$ cat src/rtl/mem_pkg.sv
// Shared definitions for the MEM-stage SRAM controller.
//   state_e         : controller phases (IDLE, LOW, HIGH, DONE)
//   *_DEF           : default parameter values
//   HALF_LO/HALF_HI : half-word select bit appended to the word index
//   cnt_width()     : wait-counter width for a given WAIT_CYCLES
package mem_pkg;

  typedef enum logic [1:0] {IDLE, LOW, HIGH, DONE} state_e;

  localparam int DATA_BASE_DEF   = 1024;
  localparam int SRAM_ADDR_W_DEF = 18;
  localparam int WAIT_CYCLES_DEF = 2;

  localparam logic HALF_LO = 1'b0;
  localparam logic HALF_HI = 1'b1;

  // Keeps the counter at least one bit wide when WAIT_CYCLES == 1.
  function automatic int cnt_width(input int n);
    return (n > 1) ? $clog2(n) : 1;
  endfunction

endpackage

$ cat src/rtl/mem_sram_ctrl_if.sv
// MEM-stage request bus between the pipeline and the SRAM controller.
//   rd_en/wr_en : load/store request levels, held until ready
//   address     : byte address, write_data : store data
//   read_data   : loaded word, ready : 0 stalls the pipeline
// master = pipeline side, slave = controller side.
interface mem_sram_ctrl_if;
  logic        rd_en;
  logic        wr_en;
  logic [31:0] address;
  logic [31:0] write_data;
  logic [31:0] read_data;
  logic        ready;

  modport master (output rd_en, wr_en, address, write_data,
                  input  read_data, ready);
  modport slave  (input  rd_en, wr_en, address, write_data,
                  output read_data, ready);
endinterface

$ cat src/rtl/mem_wait_counter.sv
// Per-phase wait counter for the SRAM controller.
//   clk, rst : clock, synchronous active-high reset (clears the count)
//   load     : phase entry, reload WAIT_CYCLES-1
//   last     : count is 0, i.e. this is the final cycle of the phase
module mem_wait_counter
  import mem_pkg::*;
#(
  parameter int WAIT_CYCLES = WAIT_CYCLES_DEF
) (
  input  logic clk,
  input  logic rst,
  input  logic load,
  output logic last
);
  localparam int CW = cnt_width(WAIT_CYCLES);

  logic [CW-1:0] cnt_q, cnt_d;

  always_comb begin
    cnt_d = cnt_q;
    if (load)              cnt_d = CW'(WAIT_CYCLES - 1);
    else if (cnt_q != '0)  cnt_d = cnt_q - CW'(1);
  end

  always_ff @(posedge clk) begin
    if (rst) cnt_q <= '0;
    else     cnt_q <= cnt_d;
  end

  assign last = (cnt_q == '0);
endmodule

$ cat src/rtl/mem_sram_ctrl.sv
// MEM-stage data-memory controller: splits each 32-bit load/store into two
// sequential 16-bit accesses (low half, then high half) on an async SRAM.
//   clk, rst     : clock, synchronous active-high reset
//   bus (slave)  : pipeline request bus; ready=0 stalls the pipeline
//   sram_addr    : half-word address {word index, half select}
//   sram_dq_out  : write data to pad, sram_dq_oe : pad drive enable
//   sram_dq_in   : read data from pad, sram_we_n : write strobe (active-low)
// The pad tri-state lives above this block.
module mem_sram_ctrl
  import mem_pkg::*;
#(
  parameter int WAIT_CYCLES = WAIT_CYCLES_DEF,
  parameter int SRAM_ADDR_W = SRAM_ADDR_W_DEF,
  parameter int DATA_BASE   = DATA_BASE_DEF
) (
  input  logic                   clk,
  input  logic                   rst,
  mem_sram_ctrl_if.slave         bus,
  output logic [SRAM_ADDR_W-1:0] sram_addr,
  output logic [15:0]            sram_dq_out,
  output logic                   sram_dq_oe,
  input  logic [15:0]            sram_dq_in,
  output logic                   sram_we_n
);
  localparam int IDX_W = SRAM_ADDR_W - 1;

  state_e                 state_q, state_d;
  logic                   wr_q, wr_d;
  logic [IDX_W-1:0]       idx_q, idx_d;
  logic [15:0]            wdata_hi_q, wdata_hi_d;
  logic [31:0]            rdata_q, rdata_d;
  logic [SRAM_ADDR_W-1:0] addr_q, addr_d;
  logic [15:0]            dqo_q, dqo_d;
  logic                   oe_q, oe_d;
  logic                   wen_q, wen_d;
  logic                   cnt_load, cnt_last, req;

  // Word index relative to DATA_BASE; upper bits wrap away silently.
  logic [31:0]      offset;
  logic [IDX_W-1:0] idx_in;
  logic             unused_offset_bits;
  assign offset             = bus.address - 32'(DATA_BASE);
  assign idx_in             = offset[IDX_W+1:2];
  assign unused_offset_bits = ^{offset[31:IDX_W+2], offset[1:0]};

  assign req = bus.rd_en | bus.wr_en;

  mem_wait_counter #(.WAIT_CYCLES(WAIT_CYCLES)) u_wait (
    .clk  (clk),
    .rst  (rst),
    .load (cnt_load),
    .last (cnt_last)
  );

  always_comb begin
    state_d    = state_q;
    wr_d       = wr_q;
    idx_d      = idx_q;
    wdata_hi_d = wdata_hi_q;
    rdata_d    = rdata_q;
    addr_d     = addr_q;
    dqo_d      = dqo_q;
    oe_d       = oe_q;
    wen_d      = wen_q;
    cnt_load   = 1'b0;
    case (state_q)
      IDLE: if (req) begin
        // Write wins when both requests are high.
        state_d    = LOW;
        wr_d       = bus.wr_en;
        idx_d      = idx_in;
        wdata_hi_d = bus.write_data[31:16];
        addr_d     = {idx_in, HALF_LO};
        dqo_d      = bus.write_data[15:0];
        oe_d       = bus.wr_en;
        wen_d      = ~bus.wr_en;
        cnt_load   = 1'b1;
      end
      LOW: if (cnt_last) begin
        state_d  = HIGH;
        addr_d   = {idx_q, HALF_HI};
        dqo_d    = wdata_hi_q;
        cnt_load = 1'b1;
        if (!wr_q) rdata_d[15:0] = sram_dq_in;
      end
      HIGH: if (cnt_last) begin
        state_d = DONE;
        oe_d    = 1'b0;
        wen_d   = 1'b1;
        if (!wr_q) rdata_d[31:16] = sram_dq_in;
      end
      // The pipeline advances on this edge, so a still-held request is
      // the one just served and must not restart.
      DONE:    state_d = IDLE;
      default: state_d = IDLE;
    endcase
  end

  always_ff @(posedge clk) begin
    if (rst) begin
      state_q    <= IDLE;
      wr_q       <= 1'b0;
      idx_q      <= '0;
      wdata_hi_q <= '0;
      rdata_q    <= '0;
      addr_q     <= '0;
      dqo_q      <= '0;
      oe_q       <= 1'b0;
      wen_q      <= 1'b1;
    end else begin
      state_q    <= state_d;
      wr_q       <= wr_d;
      idx_q      <= idx_d;
      wdata_hi_q <= wdata_hi_d;
      rdata_q    <= rdata_d;
      addr_q     <= addr_d;
      dqo_q      <= dqo_d;
      oe_q       <= oe_d;
      wen_q      <= wen_d;
    end
  end

  assign bus.ready     = (state_q == IDLE) ? ~req : (state_q == DONE);
  assign bus.read_data = rdata_q;
  assign sram_addr     = addr_q;
  assign sram_dq_out   = dqo_q;
  assign sram_dq_oe    = oe_q;
  assign sram_we_n     = wen_q;
endmodule

$ cat src/flat_wrapper.sv
// flat-port wrapper written by rule: the top's interface ports become plain ports
module mem_sram_ctrl_flat import mem_pkg::*;
#(
  parameter int WAIT_CYCLES = WAIT_CYCLES_DEF,
  parameter int SRAM_ADDR_W = SRAM_ADDR_W_DEF,
  parameter int DATA_BASE   = DATA_BASE_DEF
)
  (clk, rst, sram_addr, sram_dq_out, sram_dq_oe, sram_dq_in, sram_we_n, bus_rd_en, bus_wr_en, bus_address, bus_write_data, bus_read_data, bus_ready);
  mem_sram_ctrl_if bus_i ();
  input  logic clk;
  input  logic rst;
  output logic [SRAM_ADDR_W-1:0] sram_addr;
  output logic [15:0] sram_dq_out;
  output logic sram_dq_oe;
  input  logic [15:0] sram_dq_in;
  output logic sram_we_n;
  input wire logic [$bits(bus_i.rd_en)-1:0] bus_rd_en;
  input wire logic [$bits(bus_i.wr_en)-1:0] bus_wr_en;
  input wire logic [$bits(bus_i.address)-1:0] bus_address;
  input wire logic [$bits(bus_i.write_data)-1:0] bus_write_data;
  output wire logic [$bits(bus_i.read_data)-1:0] bus_read_data;
  output wire logic [$bits(bus_i.ready)-1:0] bus_ready;
  assign bus_i.rd_en = bus_rd_en;
  assign bus_i.wr_en = bus_wr_en;
  assign bus_i.address = bus_address;
  assign bus_i.write_data = bus_write_data;
  assign bus_read_data = bus_i.read_data;
  assign bus_ready = bus_i.ready;
  mem_sram_ctrl #(.WAIT_CYCLES(WAIT_CYCLES), .SRAM_ADDR_W(SRAM_ADDR_W), .DATA_BASE(DATA_BASE)) u_core (.clk(clk), .rst(rst), .bus(bus_i), .sram_addr(sram_addr), .sram_dq_out(sram_dq_out), .sram_dq_oe(sram_dq_oe), .sram_dq_in(sram_dq_in), .sram_we_n(sram_we_n));
endmodule
$ cat config.mk
export PLATFORM = sky130hd
export DESIGN_NAME = mem_sram_ctrl_flat
export DESIGN_NICKNAME = d
export VERILOG_FILES = /design/src/rtl/mem_pkg.sv /design/src/rtl/mem_sram_ctrl_if.sv /design/src/rtl/mem_wait_counter.sv /design/src/rtl/mem_sram_ctrl.sv /design/src/flat_wrapper.sv
export SDC_FILE = /design/constraint.sdc
export NUM_CORES = 1
export LEC_CHECK = 0
export ABC_AREA = 1
export CAP_MARGIN = 20
export CORE_MARGIN = 4
export CORE_UTILIZATION = 45
export DETAILED_ROUTE_END_ITERATION = 16
export GPL_TIMING_DRIVEN = 1
export HOLD_SLACK_MARGIN = 0.06
export PLACE_DENSITY = 0.89
export SYNTH_ARGS = -nofsm -noshare
export SYNTH_HDL_FRONTEND = slang
export SYNTH_SLANG_ARGS = --single-unit
$ cat constraint.sdc
create_clock -name clk -period 2 [get_ports clk]
set_input_delay 0.6 -clock clk [delete_from_list [all_inputs] [get_ports clk]]
set_output_delay 0.6 -clock clk [all_outputs]
set_load 0.01 [all_outputs]
==> flow_metrics.env, run 1 <==
export IMPL_vdd_drop_max_mv=0.812
export IMPL_crit_start="bus_rd_en"
export IMPL_synth_top_area_share=0.478
export IMPL_synth_largest_area_cell="dfxtp_1"
export IMPL_p_seq_frac=0.372
export IMPL_ant_nets=0
export IMPL_r2r_setup_slack_ns=0.34
export IMPL_wl_per_cell_um=14.1
export IMPL_pwr_share_comb=0.491
export IMPL_crit_path_top_delay_cell="clkdlybuf4s50_1"
export IMPL_setup_violations=0
export IMPL_startpoint_type="input pin"
export IMPL_max_cap_violations=0
export IMPL_synth_edff_count=0
export IMPL_syn_area_mm2=0.00440
export IMPL_io_pin_count=153
export IMPL_clockPowerShare=0.137
export IMPL_finClkSkew_ns=0.0115
export IMPL_finalCritPeriodShare=0.981
export IMPL_cts_max_level=3
export IMPL_tns_ns=0
export IMPL_rsz0062_at_grt="false"
export IMPL_antenna_cells=0
export IMPL_grt_util_all_layers=0.219
export IMPL_crit_arrival_ns=1.36
export IMPL_switching_share=0.393
export IMPL_synth_net_count=716
export IMPL_maxSlewHeadroom=0.625
export IMPL_cts_tree="built"
export IMPL_synth_area_leaders="dfxtp_1, nand2_1, nor2_1"
export IMPL_finalCriticalPeriod_ns=1.96
export IMPL_cp_cell_sequence="clkdlybuf4s50_1, inv_2, nand3_4, nand2_2, buf_6"
export IMPL_wl_mm=12.7
export IMPL_crit_required_ns=1.40
export IMPL_final_max_slew_viol_count=0
export IMPL_core_mm2=0.00937
export IMPL_crit_path_end_kind="primary output"
export IMPL_fin_hold_ws_ns=0.472
export IMPL_first_global_vias=4555
export IMPL_ff2ff_path_depth=7
export IMPL_synth_seq_cells=105
export IMPL_syn2layout_area_growth_pct=41.3
export IMPL_ys_flop_type="dfxtp_1"
export IMPL_die_w_um=107
export IMPL_die_height_um=107
export IMPL_clockBufferDepth=2
export IMPL_routabilityCongestion=0.901
export IMPL_hold_viol=0
export IMPL_async_flop_share=0
export IMPL_path_class="input pin to primary output"
export IMPL_p_leak_nw=2.66
export IMPL_min_path_cells=2
export IMPL_firstDrtPassIters=5
export IMPL_hold_path_class="flip-flop to flip-flop"
export IMPL_synth_yosys_seq_area_share=0.478
export IMPL_drt_iter0_drc=239
export IMPL_avgSynthCellArea_um2=7.01
export IMPL_reg2reg_to="u_core.sram_dq_out[15]"
export IMPL_ys_types=20
export IMPL_cts_root_buf="clkbuf_8"
export IMPL_cts_buffers=9
export IMPL_grt_start_max_net_pins=42
export IMPL_p_sw_mw=3.50
export IMPL_die_area_mm2=0.0114
export IMPL_clock_sinks=105
export IMPL_vias_per_cell=5.08
export IMPL_crit_fanout=2
export IMPL_worst_pin_slew_ns=0.562
export IMPL_fmax_mhz=510
export IMPL_drcViolationCount=0
export IMPL_worstSkewPairLatency_ns=0.36
export IMPL_max_stage_delay_ns=0.47
export IMPL_io_buffer_count=137
export IMPL_num_fill_cells=807
export IMPL_yosysMostFrequentCell="nand2_1"
export IMPL_drive_above_1_share=0.0727
export IMPL_post_cts_buffers=0
export IMPL_p_int_mw=5.39
export IMPL_clk_pin_slew_worst_paths_ns=0.10
export IMPL_cellPowerDensity_mw_per_mm2=1430
export IMPL_synth_warnings=0
export IMPL_utilization=0.663
export IMPL_antenna_found_initial=0
export IMPL_status="finished clean"
export IMPL_cts_hold_fix_buffers=0
export IMPL_nets=854
export IMPL_vias=4563
export IMPL_rows=35
export IMPL_worstReg2RegStart="u_core.state_q[1]"
export IMPL_post_dp_hpwl_mm=9.31
export IMPL_syn_inst=627
export IMPL_hp_start="u_core.sram_dq_out[2]"
export IMPL_start_util=0.469
export IMPL_netlist_top_cells_count="nand2_1, nor2_1, dfxtp_1"
export IMPL_grt_pass1_wl_mm=20.6
export IMPL_hold_end="u_core.sram_dq_out[2]"
export IMPL_gr_total_overflow=0
-- placed cells by master (no fill, tap or decap), drive strengths merged --
cell	n
nand2	155
clkdlybuf4s50	135
nor2	132
dfxtp	105
o21ai	70
a21oi	48
inv	37
nand3	34
buf	28
clkbuf	9
ha	5
nand4	2
xor2	2
clkinvlp	2
clkinv	2
a31oi	1
o21bai	1
o2111ai	1
dlymetal6s2s	1
-- cell type report --
type | instances | area (µm²) | area share
multi-input combinational | 451 | 1990 | 0.321
timing repair buffer | 164 | 1650 | 0.266
inverter | 34 | 128 | 0.0205
tap | 129 | 161 | 0.0260
sequential | 105 | 2100 | 0.338
clock buffer | 9 | 124 | 0.0199
clock inverter | 7 | 53.8 | 0.00866
-- power groups by stage --
stage | clock, mW | sequential (mW) | combinational [mW]
after floorplan | 0 | 3.53 | 2.12
after global placement | 0 | 3.30 | 4.16
after detailed placement | 0 | 3.34 | 4.32
after CTS | 1.24 | 3.30 | 4.33
after global routing | 1.33 | 3.41 | 4.78
final | 1.22 | 3.30 | 4.36
-- through the flow --
stage / setup slack (ns) / power [mW] / instances / area (µm²)
finish: 0.0375 / 8.88 / 899 / 6210
global route: 0.00713 / 9.52 / 899 / 6210
CTS: 0.00684 / 8.87 / 899 / 6180
detailed placement: -0.408 / 7.66 / 883 / 6010
global placement: -0.421 / 7.47 / 883 / 6010
floorplan: 0.495 / 5.65 / 627 / 4400
-- metal layers --
| layer | track usage | wire length (µm) |
|---|---|---|
| met3 | 0.0415 | 789 |
| met5 | 0 | 0 |
| met4 | 0.0986 | 374 |
| met2 | 0.388 | 6470 |
| met1 | 0.257 | 5060 |
-- how the worst max path moves through the flow --
stage | to | slack, ns
2_1_floorplan | u_core.idx_q[14] | 0.50
3_3_place_gp | bus_ready | -0.42
3_5_place_dp | bus_ready | -0.41
4_1_cts | bus_ready | 0.007
5_1_grt | bus_ready | 0.007
6_report | bus_ready | 0.04
-- critical path, delay by kind of cell --
family / cells / cell delay (ns)
buf+inv: 3 / 0.64
simple gates: 2 / 0.12
-- what timing repair did --
action | in CTS | in global routing
pin swaps | 0 | 1
resized for setup | 4 | 8
endpoints found under the setup margin | 1 | 1
-- cells by family (layout without fill, tap and decap cells) --
| group | after synthesis | count (layout) | synth area share |
|---|---|---|---|
| xor+xnor | 2 | 2 | 0.00398 |
| simple gates | 323 | 323 | 0.291 |
| compound gates | 121 | 121 | 0.139 |
| flops | 105 | 105 | 0.478 |
| buf+inv | 71 | 214 | 0.0737 |
| fa+ha+maj | 5 | 5 | 0.0142 |
-- sequential cells by signal, indices dropped and copies added (netlist names) --
signal,count
u_core.bus.read_data,32
u_core.sram_addr,18
u_core.idx_q,17
u_core.sram_dq_out,16
u_core.wdata_hi_q,16
u_core.state_q,2
u_core.sram_dq_oe,1
u_core.sram_we_n,1
u_core.u_wait.cnt_q,1
u_core.wr_q,1
Power figures use the tool's default switching activity.
==> inputs of run 2 (changes only) <==
--- a/config.mk
+++ b/config.mk
@@ -5,9 +5,8 @@
 export SDC_FILE = /design/constraint.sdc
 export NUM_CORES = 1
 export LEC_CHECK = 0
-export ABC_AREA = 1
+export ABC_AREA = 0
 export CAP_MARGIN = 20
-export CORE_MARGIN = 4
 export CORE_UTILIZATION = 45
 export DETAILED_ROUTE_END_ITERATION = 16
 export GPL_TIMING_DRIVEN = 1
==> run 2 against run 1 <==
  * The run now ends with setup timing left
  * Non-clock buffer count is 4 higher
  * Critical path depth did not move
  * Synthesized cell count down 20%
  * Hold slack lost 0.014 ns
  * Die area shrank 12%
  * Clock skew grew 0.0064 ns
  * Clock-buffer cell count increased by 2
  * First-iteration DRC count fell by 42%
  * Maximum frequency decreased by 3.7%
  * Utilization grew 0.69 points
  * Clock power grew 17%
  * Largest cell class unchanged
==> flow_metrics.env, run 2 <==
export IMPL_grt_util_all_layers=0.223
export IMPL_largest_register_ffs=32
export IMPL_status="finished, violations left"
export IMPL_maxSlewHeadroom=0.595
export IMPL_drive_above_1_share=0.126
export IMPL_grt_pass1_wl_mm=18.0
export IMPL_cts_tree="built"
export IMPL_finalCritPeriodShare=1.02
export IMPL_reg2reg_to="u_core.sram_addr[17]"
export IMPL_ff2ff_path_depth=8
export IMPL_antenna_cells=0
export IMPL_final_max_slew_viol_count=0
export IMPL_multiInputGateArea_mm2=0.00204
export IMPL_post_dp_hpwl_mm=7.92
export IMPL_ant_nets=0
export IMPL_gr_total_overflow=0
export IMPL_hold_viol=0
export IMPL_worstReg2RegStart="u_core.state_q[1]"
export IMPL_violations="setup timing"
export IMPL_top_usage_layer="met2"
export IMPL_p_leak_nw=2.30
export IMPL_synth_top_area_share=0.485
export IMPL_synth_net_count=588
export IMPL_utilization=0.670
export IMPL_antenna_found_initial=0
export IMPL_timing_final_ws_setup_ns=-0.0377
export IMPL_fin_hold_ws_ns=0.458
export IMPL_first_global_vias=4026
export IMPL_drcViolationCount=0
export IMPL_fin_cells=774
export IMPL_placed_area_mm2=0.00598
export IMPL_synth_area_leaders="dfxtp_1, nand2_1, a21oi_1"
export IMPL_synth_largest_area_cell="dfxtp_1"
export IMPL_die_w_um=100
export IMPL_grt_start_max_net_pins=55
export IMPL_core_mm2=0.00928
export IMPL_syn2layout_area_growth_pct=43.6
export IMPL_synth_edff_count=0
export IMPL_finalCriticalPeriod_ns=2.04
export IMPL_die_area_mm2=0.0100
export IMPL_hold_path_class="flip-flop to flip-flop"
export IMPL_avgSynthCellArea_um2=8.68
export IMPL_wl_per_cell_um=14.4
export IMPL_cts_hold_fix_buffers=0
export IMPL_io_buffer_count=137
export IMPL_cts_buffers=9
export IMPL_gr_usage_met1=0.245
export IMPL_cts_root_buf="clkbuf_8"
export IMPL_path_class="flip-flop to primary output"
export IMPL_stdcell_area_mm2=0.00622
export IMPL_io_pin_count=153
export IMPL_die_height_um=100
export IMPL_synth_seq_cells=105
export IMPL_start_util=0.467
export IMPL_clock_sinks=105
export IMPL_crit_required_ns=1.40
export IMPL_ys_flop_type="dfxtp_1"
export IMPL_layout_common_cells="clkdlybuf4s50_1, nand2_1, dfxtp_1"
export IMPL_yosysMostFrequentCell="nand2_1"
export IMPL_met2_usage=0.416
export IMPL_startpoint_type="flip-flop"
export IMPL_tns_ns=-0.0377
export IMPL_nets=730
export IMPL_rows=35
export IMPL_grtUsageMet3=0.0703
export IMPL_crit_path_end_kind="primary output"
export IMPL_synth_yosys_seq_area_share=0.485
export IMPL_worst_pin_slew_ns=0.606
export IMPL_rsz0062_at_grt="true"
export IMPL_ys_types=36
export IMPL_vdd_drop_max_mv=0.728
export IMPL_vias=3975
export IMPL_min_path_cells=2
export IMPL_crit_fanout=2
export IMPL_clk_pin_slew_worst_paths_ns=0.09
export IMPL_syn_area_mm2=0.00433
export IMPL_routabilityCongestion=0.786
export IMPL_worstSkewPairLatency_ns=0.35
export IMPL_r2r_setup_slack_ns=0.23
export IMPL_crit_arrival_ns=1.44
export IMPL_netlist_top_cells_count="nand2_1, dfxtp_1, a21oi_1"
export IMPL_drt_iter0_drc=138
export IMPL_finClkSkew_ns=0.0179
export IMPL_dp_cells=757
export IMPL_clockBufferDepth=2
export IMPL_hp_start="u_core.bus.read_data[31]"
export IMPL_syn_inst=499
export IMPL_max_cap_violations=0
export IMPL_fmax_mhz=491
export IMPL_layout_commonest_cell="clkdlybuf4s50_1"
export IMPL_vias_per_cell=5.14
export IMPL_hold_end="u_core.bus.read_data[31]"
export IMPL_cts_max_level=3
export IMPL_cellPowerDensity_mw_per_mm2=1480
export IMPL_firstDrtPassIters=4
export IMPL_wl_mm=11.2
export IMPL_async_flop_share=0
export IMPL_regArea_mm2=0.00210
export IMPL_setup_violations=1
export IMPL_synth_warnings=0
export IMPL_num_fill_cells=763
run 2: layout make-up:
class | instances | share of cell area
Inverter | 7 | 0.00422
Clock inverter | 4 | 0.0123
Multi-Input combinational cell | 350 | 0.328
Clock buffer | 11 | 0.0227
Tap cell | 129 | 0.0259
Sequential cell | 105 | 0.338
Timing Repair Buffer | 168 | 0.269
run 2: kinds of logic (layout without fill, tap and decap cells):
kind of cell	Yosys count	after routing	synth area share
adder cells (fa/ha/maj)	5	5	0.0144
flip-flops	105	105	0.485
multiplexers	25	25	0.0578
buffers and inverters	44	190	0.0488
XOR/XNOR	6	6	0.0121
AO/OA/AOI/OAI	117	117	0.190
AND/OR/NAND/NOR	197	197	0.191
run 2: worst max-delay path by stage:
stage / end / slack [ns] / cells past startpoint / startpoint
4_1_cts: bus_ready / -0.07 / 5 / u_core.state_q[0]
5_1_grt: bus_ready / -0.11 / 5 / u_core.state_q[1]
6_report: bus_ready / -0.04 / 5 / u_core.state_q[1]
2_1_floorplan: bus_ready / 0.18 / 5 / u_core.state_q[0]
3_5_place_dp: bus_ready / -0.70 / 4 / bus_wr_en
3_3_place_gp: bus_ready / -0.70 / 4 / bus_wr_en
run 2: per-stage QoR:
| step | power [mW] | setup slack (ns) |
|---|---|---|
| floorplan | 5.85 | 0.185 |
| global placement | 7.59 | -0.701 |
| detailed placement | 7.80 | -0.699 |
| CTS | 9.27 | -0.0741 |
| global route | 9.80 | -0.108 |
| finish | 9.23 | -0.0377 |
run 2: repair_timing:
item,in CTS,in global routing
setup buffers,2,0
setup endpoints to repair,1,1
gates resized for setup,14,1
run 2: report_power, final:
part / total [mW] / internal [mW] / switching, mW
sequential: 3.11 / 2.76 / 0.353
clock: 1.43 / 0.739 / 0.692
combinational: 4.68 / 2.26 / 2.42
run 2: per-layer routing:
layer	vias up	wire length (µm)
li1	1963	-
met1	1882	4530
met2	119	5690
met3	11	834
met4	0	125
met5	-	0
run 2: critical path: stages, from the launching register on:
cell and delay, ns:
dfxtp_2 0.34, inv_2 0.07, ha_4 0.12, or3b_4 0.37, o21ai_2 0.06, buf_2 0.13
